### config.mk
export PLATFORM = sky130hd
export DESIGN_NAME = pipe_hazard_ctrl
export DESIGN_NICKNAME = d
export VERILOG_FILES = /design/src/rtl/pipe_hazard_ctrl.sv
export SDC_FILE = /design/constraint.sdc
export NUM_CORES = 1
export LEC_CHECK = 0
export BUFFER_PORTS_ARGS = -buffer_cell sky130_fd_sc_hd__clkbuf_2
export CAP_MARGIN = 5
export CELL_PAD_IN_SITES_DETAIL_PLACEMENT = 0
export CELL_PAD_IN_SITES_GLOBAL_PLACEMENT = 1
export CORE_UTILIZATION = 41
export DETAILED_ROUTE_END_ITERATION = 16
export PLACE_DENSITY = 0.91
export SKIP_CTS_REPAIR_TIMING = 1
export SLEW_MARGIN = 20
export SYNTH_ARGS = -nofsm -noshare
export SYNTH_HDL_FRONTEND = slang
export SYNTH_SLANG_ARGS = --single-unit
### constraint.sdc
create_clock -name clk -period 5.9 [get_ports clk]
set_input_delay 0.295 -clock clk [delete_from_list [all_inputs] [get_ports clk]]
set_output_delay 0.295 -clock clk [all_outputs]
set_load 0.01 [all_outputs]
### src/rtl/pipe_hazard_ctrl.sv
// pipe_hazard_ctrl: sequencing controller for a 5-stage MIPS-subset pipeline.
// Produces stall/flush/PC controls, EX operand forwarding selects, a
// RUN/DRAIN/HALTED halt sequencer and saturating performance counters.
// Control outputs are combinational from the registered state and the
// current pipeline inputs, so stalls and flushes act in the same cycle.
module pipe_hazard_ctrl #(
    parameter int CNT_W     = 16,
    parameter int DRAIN_CYC = 4
) (
    input  logic             clk,
    input  logic             rst_n,
    input  logic [4:0]       id_rs,
    input  logic [4:0]       id_rt,
    input  logic             id_use_rs,
    input  logic             id_use_rt,
    input  logic [4:0]       ex_rs,
    input  logic [4:0]       ex_rt,
    input  logic [4:0]       ex_rd,
    input  logic             ex_regw,
    input  logic             ex_memreg,
    input  logic             ex_br_taken,
    input  logic [4:0]       mem_rd,
    input  logic             mem_regw,
    input  logic [4:0]       wb_rd,
    input  logic             wb_regw,
    input  logic             halt_req,
    input  logic             cnt_clr,
    output logic             pc_en,
    output logic             pc_sel_br,
    output logic             ifid_en,
    output logic             ifid_flush,
    output logic             idex_flush,
    output logic [1:0]       fwd_a,
    output logic [1:0]       fwd_b,
    output logic             halted,
    output logic [CNT_W-1:0] cyc_cnt,
    output logic [CNT_W-1:0] stall_cnt,
    output logic [CNT_W-1:0] flush_cnt
);

    typedef enum logic [1:0] {
        ST_RUN    = 2'b00,
        ST_DRAIN  = 2'b01,
        ST_HALTED = 2'b10
    } state_t;

    // Last drain count value before the sequencer enters HALTED.
    localparam logic [2:0] DRAIN_LAST = 3'(DRAIN_CYC - 1);

    state_t           state_q, state_d;
    logic [2:0]       drain_cnt_q, drain_cnt_d;
    logic [CNT_W-1:0] cyc_cnt_q, cyc_cnt_d;
    logic [CNT_W-1:0] stall_cnt_q, stall_cnt_d;
    logic [CNT_W-1:0] flush_cnt_q, flush_cnt_d;
    logic             lu_hz_s;
    logic             stall_apply_s;
    logic             flush_apply_s;

    // Forwarding select for one EX source: the younger producer (EX/MEM) wins.
    function automatic logic [1:0] fwd_sel(
        input logic [4:0] src,
        input logic [4:0] m_rd,
        input logic       m_regw,
        input logic [4:0] w_rd,
        input logic       w_regw
    );
        if (m_regw && (m_rd != 5'd0) && (m_rd == src)) begin
            return 2'b10;
        end else if (w_regw && (w_rd != 5'd0) && (w_rd == src)) begin
            return 2'b01;
        end else begin
            return 2'b00;
        end
    endfunction

    // Increment that sticks at all-ones instead of wrapping.
    function automatic logic [CNT_W-1:0] sat_inc(input logic [CNT_W-1:0] v);
        if (v == {CNT_W{1'b1}}) begin
            return v;
        end else begin
            return v + {{(CNT_W-1){1'b0}}, 1'b1};
        end
    endfunction

    // Load-use hazard: a load in EX writes a register the ID instruction reads.
    always_comb begin
        lu_hz_s = ex_memreg && ex_regw && (ex_rd != 5'd0) &&
                  ((id_use_rs && (ex_rd == id_rs)) ||
                   (id_use_rt && (ex_rd == id_rt)));
    end

    // Next-state logic and pipeline controls for the halt sequencer.
    always_comb begin
        state_d       = state_q;
        drain_cnt_d   = drain_cnt_q;
        stall_apply_s = 1'b0;
        flush_apply_s = 1'b0;
        pc_en         = 1'b0;
        pc_sel_br     = 1'b0;
        ifid_en       = 1'b0;
        ifid_flush    = 1'b1;
        idex_flush    = 1'b1;
        halted        = 1'b0;
        fwd_a         = fwd_sel(ex_rs, mem_rd, mem_regw, wb_rd, wb_regw);
        fwd_b         = fwd_sel(ex_rt, mem_rd, mem_regw, wb_rd, wb_regw);

        case (state_q)
            ST_RUN: begin
                if (ex_br_taken) begin
                    // ID holds a wrong-path instruction, so the branch beats the stall.
                    pc_en         = 1'b1;
                    pc_sel_br     = 1'b1;
                    ifid_en       = 1'b1;
                    ifid_flush    = 1'b1;
                    idex_flush    = 1'b1;
                    flush_apply_s = 1'b1;
                end else if (lu_hz_s) begin
                    pc_en         = 1'b0;
                    ifid_en       = 1'b0;
                    ifid_flush    = 1'b0;
                    idex_flush    = 1'b1;
                    stall_apply_s = 1'b1;
                end else begin
                    pc_en         = 1'b1;
                    ifid_en       = 1'b1;
                    ifid_flush    = 1'b0;
                    idex_flush    = 1'b0;
                end
                if (halt_req && !lu_hz_s && !ex_br_taken) begin
                    state_d     = ST_DRAIN;
                    drain_cnt_d = 3'd0;
                end else begin
                    state_d     = ST_RUN;
                end
            end
            ST_DRAIN: begin
                // Fetch is suppressed while in-flight instructions complete.
                pc_en      = 1'b0;
                ifid_en    = 1'b1;
                ifid_flush = 1'b1;
                idex_flush = 1'b0;
                if (ex_br_taken) begin
                    // Branch still redirects the PC so resume fetches the right target.
                    pc_en         = 1'b1;
                    pc_sel_br     = 1'b1;
                    idex_flush    = 1'b1;
                    flush_apply_s = 1'b1;
                end else if (lu_hz_s) begin
                    // Hold the stalled consumer in ID; the drain does not advance.
                    ifid_en       = 1'b0;
                    ifid_flush    = 1'b0;
                    idex_flush    = 1'b1;
                    stall_apply_s = 1'b1;
                end else begin
                    idex_flush    = 1'b0;
                end
                if (!stall_apply_s) begin
                    if (drain_cnt_q == DRAIN_LAST) begin
                        state_d     = ST_HALTED;
                        drain_cnt_d = 3'd0;
                    end else begin
                        drain_cnt_d = drain_cnt_q + 3'd1;
                    end
                end else begin
                    drain_cnt_d = drain_cnt_q;
                end
            end
            ST_HALTED: begin
                halted     = 1'b1;
                pc_en      = 1'b0;
                ifid_en    = 1'b0;
                ifid_flush = 1'b1;
                idex_flush = 1'b1;
                if (!halt_req) begin
                    state_d = ST_RUN;
                end else begin
                    state_d = ST_HALTED;
                end
            end
            default: begin
                state_d     = ST_RUN;
                drain_cnt_d = 3'd0;
            end
        endcase

        // While reset is held the datapath sees a frozen, bubbled pipeline.
        if (!rst_n) begin
            pc_en         = 1'b0;
            pc_sel_br     = 1'b0;
            ifid_en       = 1'b0;
            ifid_flush    = 1'b1;
            idex_flush    = 1'b1;
            halted        = 1'b0;
            fwd_a         = 2'b00;
            fwd_b         = 2'b00;
            stall_apply_s = 1'b0;
            flush_apply_s = 1'b0;
        end else begin
            stall_apply_s = stall_apply_s;
        end
    end

    // Next values of the saturating performance counters; clear has priority.
    always_comb begin
        cyc_cnt_d   = cyc_cnt_q;
        stall_cnt_d = stall_cnt_q;
        flush_cnt_d = flush_cnt_q;
        if (cnt_clr) begin
            cyc_cnt_d   = {CNT_W{1'b0}};
            stall_cnt_d = {CNT_W{1'b0}};
            flush_cnt_d = {CNT_W{1'b0}};
        end else begin
            if (state_q != ST_HALTED) begin
                cyc_cnt_d = sat_inc(cyc_cnt_q);
            end else begin
                cyc_cnt_d = cyc_cnt_q;
            end
            if (stall_apply_s) begin
                stall_cnt_d = sat_inc(stall_cnt_q);
            end else begin
                stall_cnt_d = stall_cnt_q;
            end
            if (flush_apply_s) begin
                flush_cnt_d = sat_inc(flush_cnt_q);
            end else begin
                flush_cnt_d = flush_cnt_q;
            end
        end
    end

    // State, drain counter and performance counter registers.
    always_ff @(posedge clk or negedge rst_n) begin
        if (!rst_n) begin
            state_q     <= ST_RUN;
            drain_cnt_q <= 3'd0;
            cyc_cnt_q   <= {CNT_W{1'b0}};
            stall_cnt_q <= {CNT_W{1'b0}};
            flush_cnt_q <= {CNT_W{1'b0}};
        end else begin
            state_q     <= state_d;
            drain_cnt_q <= drain_cnt_d;
            cyc_cnt_q   <= cyc_cnt_d;
            stall_cnt_q <= stall_cnt_d;
            flush_cnt_q <= flush_cnt_d;
        end
    end

    // Counter values are presented straight from their registers.
    always_comb begin
        cyc_cnt   = cyc_cnt_q;
        stall_cnt = stall_cnt_q;
        flush_cnt = flush_cnt_q;
    end

endmodule
* Yosys cells after proc, flatten, opt, wreduce, memory -nomap -nowiden
Index checks and enable logic that the tools add are counted.
Storage, ports and cells: RAM bits 0, memories kept 0, ROM bits 0, latch bits 0, flip-flop bits (word level) 53, input bits 46
Operators by class: bitwise operators 1, equal/unequal tests 19, order comparisons 0, multipliers 0, div/mod/pow operators 0, $add $sub $neg 4, reduce and logical (&&, ||, !) cells 29, multiplexer cells 45, shift-type cells 0
Operators by type and width (count):
- 16-bit two-way mux | 9
- 16-bit by 1-bit adder with 16-bit output (second input constant) | 3
- 16-bit equality test (second input constant) | 3
- 5-bit equality test | 6
- 1-bit two-way mux | 21
- 5-bit nonzero test | 3
- 2-bit two-way mux | 7
- 2-bit inequality test (second input constant) | 7
- 1-bit logical AND | 13
- 3-bit two-way mux | 3
- 3-bit case mux with 3 select lines | 1
- 2-bit AND reduction | 4
- 1-bit case mux with 2 select lines | 3
- 2-bit case mux with 3 select lines | 1
- 2-bit nonzero test | 3
- 3-bit by 1-bit adder with 3-bit output (second input constant) | 1
- 3-bit by 2-bit equality test with 1-bit output (second input constant) | 1
- 3-bit AND reduction | 1
- 2-bit by 1-bit equality test with 1-bit output (second input constant) | 1
- 2-bit equality test (second input constant) | 1
- 1-bit logical NOT | 2
- 2-bit logical NOT | 1
- 2-bit OR reduction | 1
- 1-bit logical OR | 1
- 1-bit inverter | 1

* Logic depth before layout (Yosys ltp)
Gate-level depths: netlist of the first run.
word-level depth 11, gate-level depth with buffers 7

* Worst setup path after synthesis of the first run
No wires, ideal clock.
path type register to register, from register stall_cnt_q[0], in the netlist stall_cnt[0], to register stall_cnt_q[0], in the netlist stall_cnt[0], library setup time 125 ps, clock period less this slack 1999 ps, path buffers 1, required time 5775 ps, setup slack 3901 ps, cell stages (with the launch flop) 8, arrival time 1875 ps, cell sequence dfrtp_1 ha_1 nand4_1 or4_1 clkbuf_1 nand2_2 nor2_1 mux2_2
On the way: word-level cells in the longest chain between the ends 4
Ends and longest elaborated chain:
- start: declaration | line 53 | logic [CNT_W-1:0] stall_cnt_q, stall_cnt_d;
- start signal: assignment | line 237 | stall_cnt_q <= {CNT_W{1'b0}};
- start signal: assignment | line 243 | stall_cnt_q <= stall_cnt_d;
- 16-bit by 1-bit adder with 16-bit output | line 81 | return v + {{(CNT_W-1){1'b0}}, 1'b1};
- 16-bit two-way mux | line 78 | if (v == {CNT_W{1'b1}}) begin
- 16-bit two-way mux | line 218 | if (stall_apply_s) begin
- 16-bit two-way mux | line 208 | if (cnt_clr) begin
Several ways; a longest one is shown, not always the timed one. The select of a mux whose other input is x is not followed. A chain may end at the register's enable or synchronous reset.

* Worst setup path in the final report of the first run
from input rst_n, to output fwd_b[0]
On the way: word-level cells in the longest chain between the ends 1
Ends and longest elaborated chain:
- start: declaration | line 11 | input logic rst_n,
- 2-bit two-way mux | line 187 | if (!rst_n) begin
- end: declaration | line 34 | output logic [1:0] fwd_b,
Every way passes these cells.

==> key figures, run 1 <==
Synth
  – Xor-xnor portion of the synthesized cell area: between 10 and 15%
  – Ys async rst share: 100%
  – Synth area leaders: dfrtp_1, xnor2_1, xor2_1
  – Synth Area per Inst: 8.89 um2
  – Synth cell types: 47
  – Mux share of post-synthesis cell area: under 10%
  – Area leader, netlist: dfrtp_1
  – Largest family of logic cells by synthesized area: simple AND/OR/NAND/NOR gates
  – Simple-gate area share of the yosys netlist: between 20 and 30%
  – Yosys Warn Count: 0
  – Sequential element share of the synthesized area: 39.3%
  – Post-synth EDFFs: 0
  – Post-synthesis instance total: 380
  – Main synth FF type: dfrtp_1
  – Synthesized Nets: 430
  – Synth Register Bits: between 50 and 60
  – Post-synthesis cell area: about 0.0034 mm2
  – Synth top area share: 39.3%
  – Synth Area in Compound Gates: 11.7%
  – Area share of fa/ha/maj cells after synthesis: 1.48%

Floorplanning
  – Die Wd: 92.8 um
  – Die Ht: 92.8 um
  – Ports: 104
  – Die area: 0.00860 mm2
  – Num rows: 32
  – Core box area: between 0.007 and 0.008 mm2
  – Starting Density: 43.0%

Placement
  – IO buf count: 103
  – DP Worst Slack: 3290 ps
  – DP HPWL: approximately 6100 um
  – Gpl congestion: 0.867
  – Placed inst area: just under 0.004 mm2

Setup path
  – CP required: 5610 ps
  – Setup slack, reg-to-reg: 3700 ps
  – Crit start category: primary input
  – Critical path arrival: 2110 ps
  – R2r endpoint: stall_cnt[0]$_DFFE_PN0P_
  – Worst reg2reg path startpoint: stall_cnt[0]$_DFFE_PN0P_
  – Crit path max fanout: 60
  – Critical path endpoint category: primary output
  – Critical path, cell by cell: clkbuf_2 -> buf_4 -> o211ai_1 -> or4_1 -> nor4_1 -> clkbuf_2
  – Setup CP Type: in2out
  – Cell mode on critical path: clkbuf_2
  – Worst-path cell with the longest stage delay: buf_4
  – Slowest stage delay, CP: 560 ps
  – Register-to-Register Path Depth: 6

Global route
  – Grt ovf: 0
  – Largest net degree at the start of global routing: 61
  – First-pass GRT wire length: roughly 14,000 um
  – Initial antenna violation count: 0
  – Vias in the first global route: 3,182
  – GRT Util Overall: slightly above 20%

Clock tree
  – CTS sink count: 53
  – Clock transition at path regs: approximately 90 ps
  – Skew-Pair Late Insertion Delay: roughly 300 ps
  – CTS buffer count: 5
  – Clock buffer depth: 2
  – H-tree depth: 2
  – Root buffer cell: clkbuf_8
  – CTS tree: done

Cells and area
  – Layout cells sized above 1: 26.2%
  – Fin util: 52.2%
  – Final instance area: slightly above 0.004 mm2
  – Layout net count: 527
  – Synth-to-layout area growth: 21.2%
  – FILL cells: slightly below 800
  – Diode count: 0
  – Register Area: 0.00133 mm2
  – Footprint of the multi-input gates: 0.00196 mm2

STA
  – RSZ-0062 raised after global routing: no
  – Worst Skew: 8.13 ps
  – Setup_tns: 0 ps
  – Crit path setup slack, layout: approximately 3500 ps
  – Period utilization: 40.8%
  – Max Fclk: around 0.42 GHz
  – Slew @ Worst Pin: 1090 ps
  – Min cycle time layout: 2410 ps
  – Worst slew margin: 27.6%
  – Hold Vio Cnt, Final: 0
  – Max-slew violations: 0
  – Final Setup Violations: 0

Detailed routing
  – WL final: 8240 um
  – ANT nets after route: 0
  – DR WL/cell: ~14 um
  – Vias: 3,219
  – Initial DRC count: 154
  – First-pass iteration count of the detailed router: 4
  – Drt drc: 0
  – Vias/cell: 5.55

Job
  – Maxcap violations: 0

Hold path
  – HP Class: in2async

Power and ir drop
  – Leak Pwr: 0.00179 uW
  – Total Power: 860 uW
  – Worst vdd ir: 0.104 mV
  – Power per cell area: ~210 mW/mm2

Status
  – Outcome: complete, no violations
## layout by cell type (no fill, tap or decap), types with 2 or more instances in the layout
cell / netlist / routed
and2_1: 6 / 6
nand3_1: 16 / 16
nand4_1: 14 / 14
nand2_1: 22 / 22
xor2_1: 27 / 27
a21oi_1: 20 / 20
nor4_1: 12 / 12
o2111ai_1: 2 / 2
a211oi_1: 4 / 4
o31ai_1: 6 / 6
dfrtp_1: 53 / 53
mux2i_1: 3 / 3
o21ai_0: 17 / 17
and2_0: 2 / 2
or2_2: 3 / 3
nor2b_1: 7 / 7
or3_1: 12 / 12
nand2b_1: 3 / 3
mux2_2: 5 / 5
clkbuf_8: 0 / 6
or4_1: 9 / 9
o211ai_1: 5 / 5
buf_4: 0 / 2
and3_1: 6 / 6
inv_1: 9 / 9
nor3_1: 10 / 10
ha_1: 4 / 4
nor2_1: 38 / 38
xnor2_1: 27 / 27
and4_1: 6 / 6
clkbuf_2: 0 / 103
## worst max-delay path: cells and delay by family
kind | cells | cell delay, ps
buffers and inverters | 3 | 820
AND/OR/NAND/NOR | 2 | 750
AO/OA/AOI/OAI | 1 | 210
## metal layers
layer	global-route usage (%)	up-vias	share of wire (%)
met5	0	-	0
met3	4.11	13	5.3
li1	-	1572	-
met2	34.5	106	49
met1	25.2	1528	45
met4	6.79	0	1.3
## cell families after synthesis
| family | after synthesis |
|---|---|
| flip-flops | 53 |
| XOR/XNOR | 54 |
| AND/OR/NAND/NOR | 174 |
| buffers and inverters | 24 |
| multiplexers | 8 |
| AO/OA/AOI/OAI | 63 |
| adder cells (fa/ha/maj) | 4 |
## worst max-delay path by stage
stage                              from                         to  slack (ps)  cells past startpoint
3_5_place_dp                      rst_n  stall_cnt[11]$_DFFE_PN0P_        3290                      7
4_1_cts                           rst_n                   fwd_b[0]        3450                      6
6_report                          rst_n                   fwd_b[0]        3490                      6
2_1_floorplan  stall_cnt[0]$_DFFE_PN0P_   stall_cnt[0]$_DFFE_PN0P_        3900                      7
3_3_place_gp                      rst_n  stall_cnt[11]$_DFFE_PN0P_        3370                      7
5_1_grt                           rst_n                   fwd_b[0]        3290                      6
## where the power goes
part	internal (uW)	switching (uW)
logic	83.0	112
registers	384	26.8
clock network	138	116
total	605	254
## through the flow
stage	instances	hold WS, ps
6_report	580	123
5_1_grt	580	197
4_1_cts	580	158
3_5_place_dp	572	495
3_3_place_gp	572	492
2_1_floorplan	380	-0.591
## state kept, by name (all words and copies together) (netlist names)
register,flops
stall_cnt,16
flush_cnt,16
cyc_cnt,16
drain_cnt_q,3
state_q,2
## synthesized netlist by cell type (all sizes together) (3+ instances only)
cell type / count
or3: 12
ha: 4
a21oi: 20
nand2b: 3
nor3: 10
nand2: 23
xor2: 27
clkbuf: 14
and2: 8
or2: 3
or4: 9
nor4: 12
nand4: 14
o21ai: 18
o211ai: 5
and3: 6
inv: 9
o31ai: 6
nor2: 38
xnor2: 27
mux2: 5
a211oi: 4
mux2i: 3
and4: 6
nand3: 16
nor2b: 7
dfrtp: 53
## layout make-up
cell class	instances	area share (%)
Multi-Input combinational cell	303	47.9
Clock buffer	7	2.11
Clock inverter	1	0.733
Inverter	9	0.825
Tap cell	102	3.12
Sequential cell	53	32.4
Timing Repair Buffer	105	13.0
Power figures use the tool's default switching activity.
==> inputs of run 2 (changes only) <==
--- a/config.mk
+++ b/config.mk
@@ -9,9 +9,9 @@
 export CAP_MARGIN = 5
 export CELL_PAD_IN_SITES_DETAIL_PLACEMENT = 0
 export CELL_PAD_IN_SITES_GLOBAL_PLACEMENT = 1
-export CORE_UTILIZATION = 41
+export CORE_UTILIZATION = 34
 export DETAILED_ROUTE_END_ITERATION = 16
-export PLACE_DENSITY = 0.91
+export PLACE_DENSITY = 0.81
 export SKIP_CTS_REPAIR_TIMING = 1
 export SLEW_MARGIN = 20
 export SYNTH_ARGS = -nofsm -noshare
==> constraint.sdc (replaced) <==
create_clock -name clk -period 2.2 [get_ports clk]
set_input_delay 0.11 -clock clk [delete_from_list [all_inputs] [get_ports clk]]
set_output_delay 0.11 -clock clk [all_outputs]
set_load 0.01 [all_outputs]
==> run 2 against run 1 <==
  * The run now ends with DRC, hold timing left
  * Final cell count rose by 6.6%
  * Core utilization fell by 8.9 points
  * Worst hold slack got worse by 180 ps
  * Global-route usage fell by 2.9 points
  * Count of clock-buffer cells in the layout fell by 1
  * Critical path type is now reg2reg
  * Largest cell class unchanged
==> key figures, run 2 (same netlist as run 1, synthesis figures left out) <==
Hold path
  – HP Class: in2async

Cells and area
  – FILL cells: 986 (+26%)
  – Synth-to-layout area growth: 24.1%
  – Most common cell after layout, fill and taps aside: clkbuf_2
  – Leading cell types in the layout, fill and taps excluded: clkbuf_2, dfrtp_1, nor2_1
  – Final instance area: 0.00419 mm2 (+2.4%)
  – Layout cells sized above 1: 27.4% (+1.3 points)
  – Fin util: 43.3% (-8.9 points)
  – Layout net count: 534 (+1.3%)
  – Diode count: 0 (unchanged)

Floorplanning
  – Core box area: 0.00968 mm2 (+23%)
  – Ports: 104 (unchanged)
  – Num rows: 36 (+13%)
  – Die Wd: 102 um (+9.6%)
  – Starting Density: 34.9% (-8.2 points)
  – Die area: 0.0103 mm2 (+20%)
  – Die Ht: 102 um (+9.6%)

STA
  – Min cycle time layout: between 2000 and 2500 ps
  – Period utilization: approximately 93%
  – RSZ-0062 raised after global routing: no
  – Setup_tns: 0 ps (unchanged)
  – Crit path setup slack, layout: 156 ps (-3340 ps)
  – Worst hold margin: -53.0 ps (-176 ps)
  – Final Setup Violations: 0 (unchanged)
  – Hold Vio Cnt, Final: 37 (+37)
  – Worst Skew: 13.6 ps (+5.46 ps)
  – Max Fclk: 0.489 GHz
  – Slew @ Worst Pin: 750 ps (-335 ps)
  – Max-slew violations: 0 (unchanged)
  – Worst slew margin: 49.8% (+22 points)

Setup path
  – Worst reg2reg path startpoint: stall_cnt[0]$_DFFE_PN0P_
  – Register-to-Register Path Depth: 6 (unchanged)
  – Crit path max fanout: 10 (-83%)
  – Critical path endpoint category: flip-flop
  – Setup CP Type: reg2reg
  – R2r endpoint: stall_cnt[0]$_DFFE_PN0P_
  – Setup slack, reg-to-reg: 160 ps (-3540 ps)
  – Crit start category: flip-flop
  – CP required: 2400 ps (-3210 ps)
  – Crit path from: stall_cnt[0]$_DFFE_PN0P_
  – Critical path arrival: 2240 ps (+130 ps)

Power and ir drop
  – Worst vdd ir: 0.268 mV (+160%)
  – Leak Pwr: 0.00182 uW (+1.9%)
  – Power per cell area: 547 mW/mm2 (+160%)

Clock tree
  – CTS buffer count: 5 (unchanged)
  – Clock transition at path regs: 100 ps (about the same)
  – CTS tree: done
  – H-tree depth: 2 (unchanged)
  – Clock buffer depth: 2 (unchanged)
  – Skew-Pair Late Insertion Delay: 300 ps (about the same)
  – Root buffer cell: clkbuf_8
  – CTS sink count: 53 (unchanged)

Global route
  – Largest net degree at the start of global routing: 40 (-34%)
  – Grt ovf: 0 (unchanged)
  – GRT Util Overall: 17.2% (-2.9 points)
  – Vias in the first global route: 3,068 (-3.6%)
  – Global routing met3 resource utilization: 3.24% (-0.86 points)
  – GRT busiest layer: met2
  – GR Layer Usage met2: 29.0% (-5.5 points)
  – Initial antenna violation count: 0 (unchanged)
  – First-pass GRT wire length: 14,400 um (+1.2%)
  – GR Util met1: 22.9% (-2.3 points)

Placement
  – DP Worst Slack: 93.5 ps (-3200 ps)
  – Placed inst area: 0.00406 mm2 (+2.1%)
  – DP HPWL: 6460 um (+5.1%)
  – IO buf count: 103 (unchanged)
  – Gpl congestion: 0.871 (+0.43%)

Detailed routing
  – WL final: 8500 um (+3.1%)
  – Initial DRC count: 77 (-50%)
  – Drt drc: 1 (+1)
  – DR WL/cell: 13.7 um (-3.3%)
  – First-pass iteration count of the detailed router: 10 (+6)
  – Vias/cell: 5.18 (-6.7%)
  – ANT nets after route: 0 (unchanged)
  – Vias: 3,201 (-0.56%)

Job
  – Maxcap violations: 0 (unchanged)

Status
  – Failing checks: DRC, hold timing
  – Outcome: finished, violations left
run 2: final cells by class:
type	instances	area, um2	share of cell area [%]
Sequential cell	53	1330	31.7
Inverter	9	33.8	0.806
Multi-Input combinational cell	303	1970	46.9
Timing Repair Buffer	112	586	14.0
Clock buffer	6	72.6	1.73
Tap cell	133	166	3.97
Clock inverter	2	38.8	0.926
run 2: layer usage:
metal | vias up | share of wire [%] | routed length (um)
li1 | 1582 | - | -
met1 | 1538 | 47 | 4040
met2 | 77 | 49 | 4120
met3 | 4 | 3.5 | 301
met4 | 0 | 0.41 | 35
met5 | - | 0 | 0
run 2: worst max-delay path by stage:
| stage | endpoint | slack [ps] |
|---|---|---|
| after CTS | stall_cnt[0]$_DFFE_PN0P_ | 70 |
| after detailed placement | stall_cnt[0]$_DFFE_PN0P_ | 90 |
| after global placement | stall_cnt[0]$_DFFE_PN0P_ | 180 |
| after floorplan | stall_cnt[0]$_DFFE_PN0P_ | 200 |
| final | stall_cnt[0]$_DFFE_PN0P_ | 160 |
| after global routing | stall_cnt[0]$_DFFE_PN0P_ | 20 |
run 2: where the power goes:
group          switching (uW)  internal [uW]  total, uW
clock                     329            342        672
combinational             300            228        529
sequential               62.5           1030       1090
run 2: per-stage QoR:
step                      cells  power [uW]
final                       618        2290
after global routing        618        2440
after CTS                   617        2330
after detailed placement    609        1640
after global placement      609        1630
after floorplan             380        1430
run 2: worst max-delay path: stages (launching register included):
cell	delay, ps
dfrtp_1	440
ha_1	210
nand4_1	130
or4_4	590
nand2_2	190
nor2_1	100
mux2_2	280
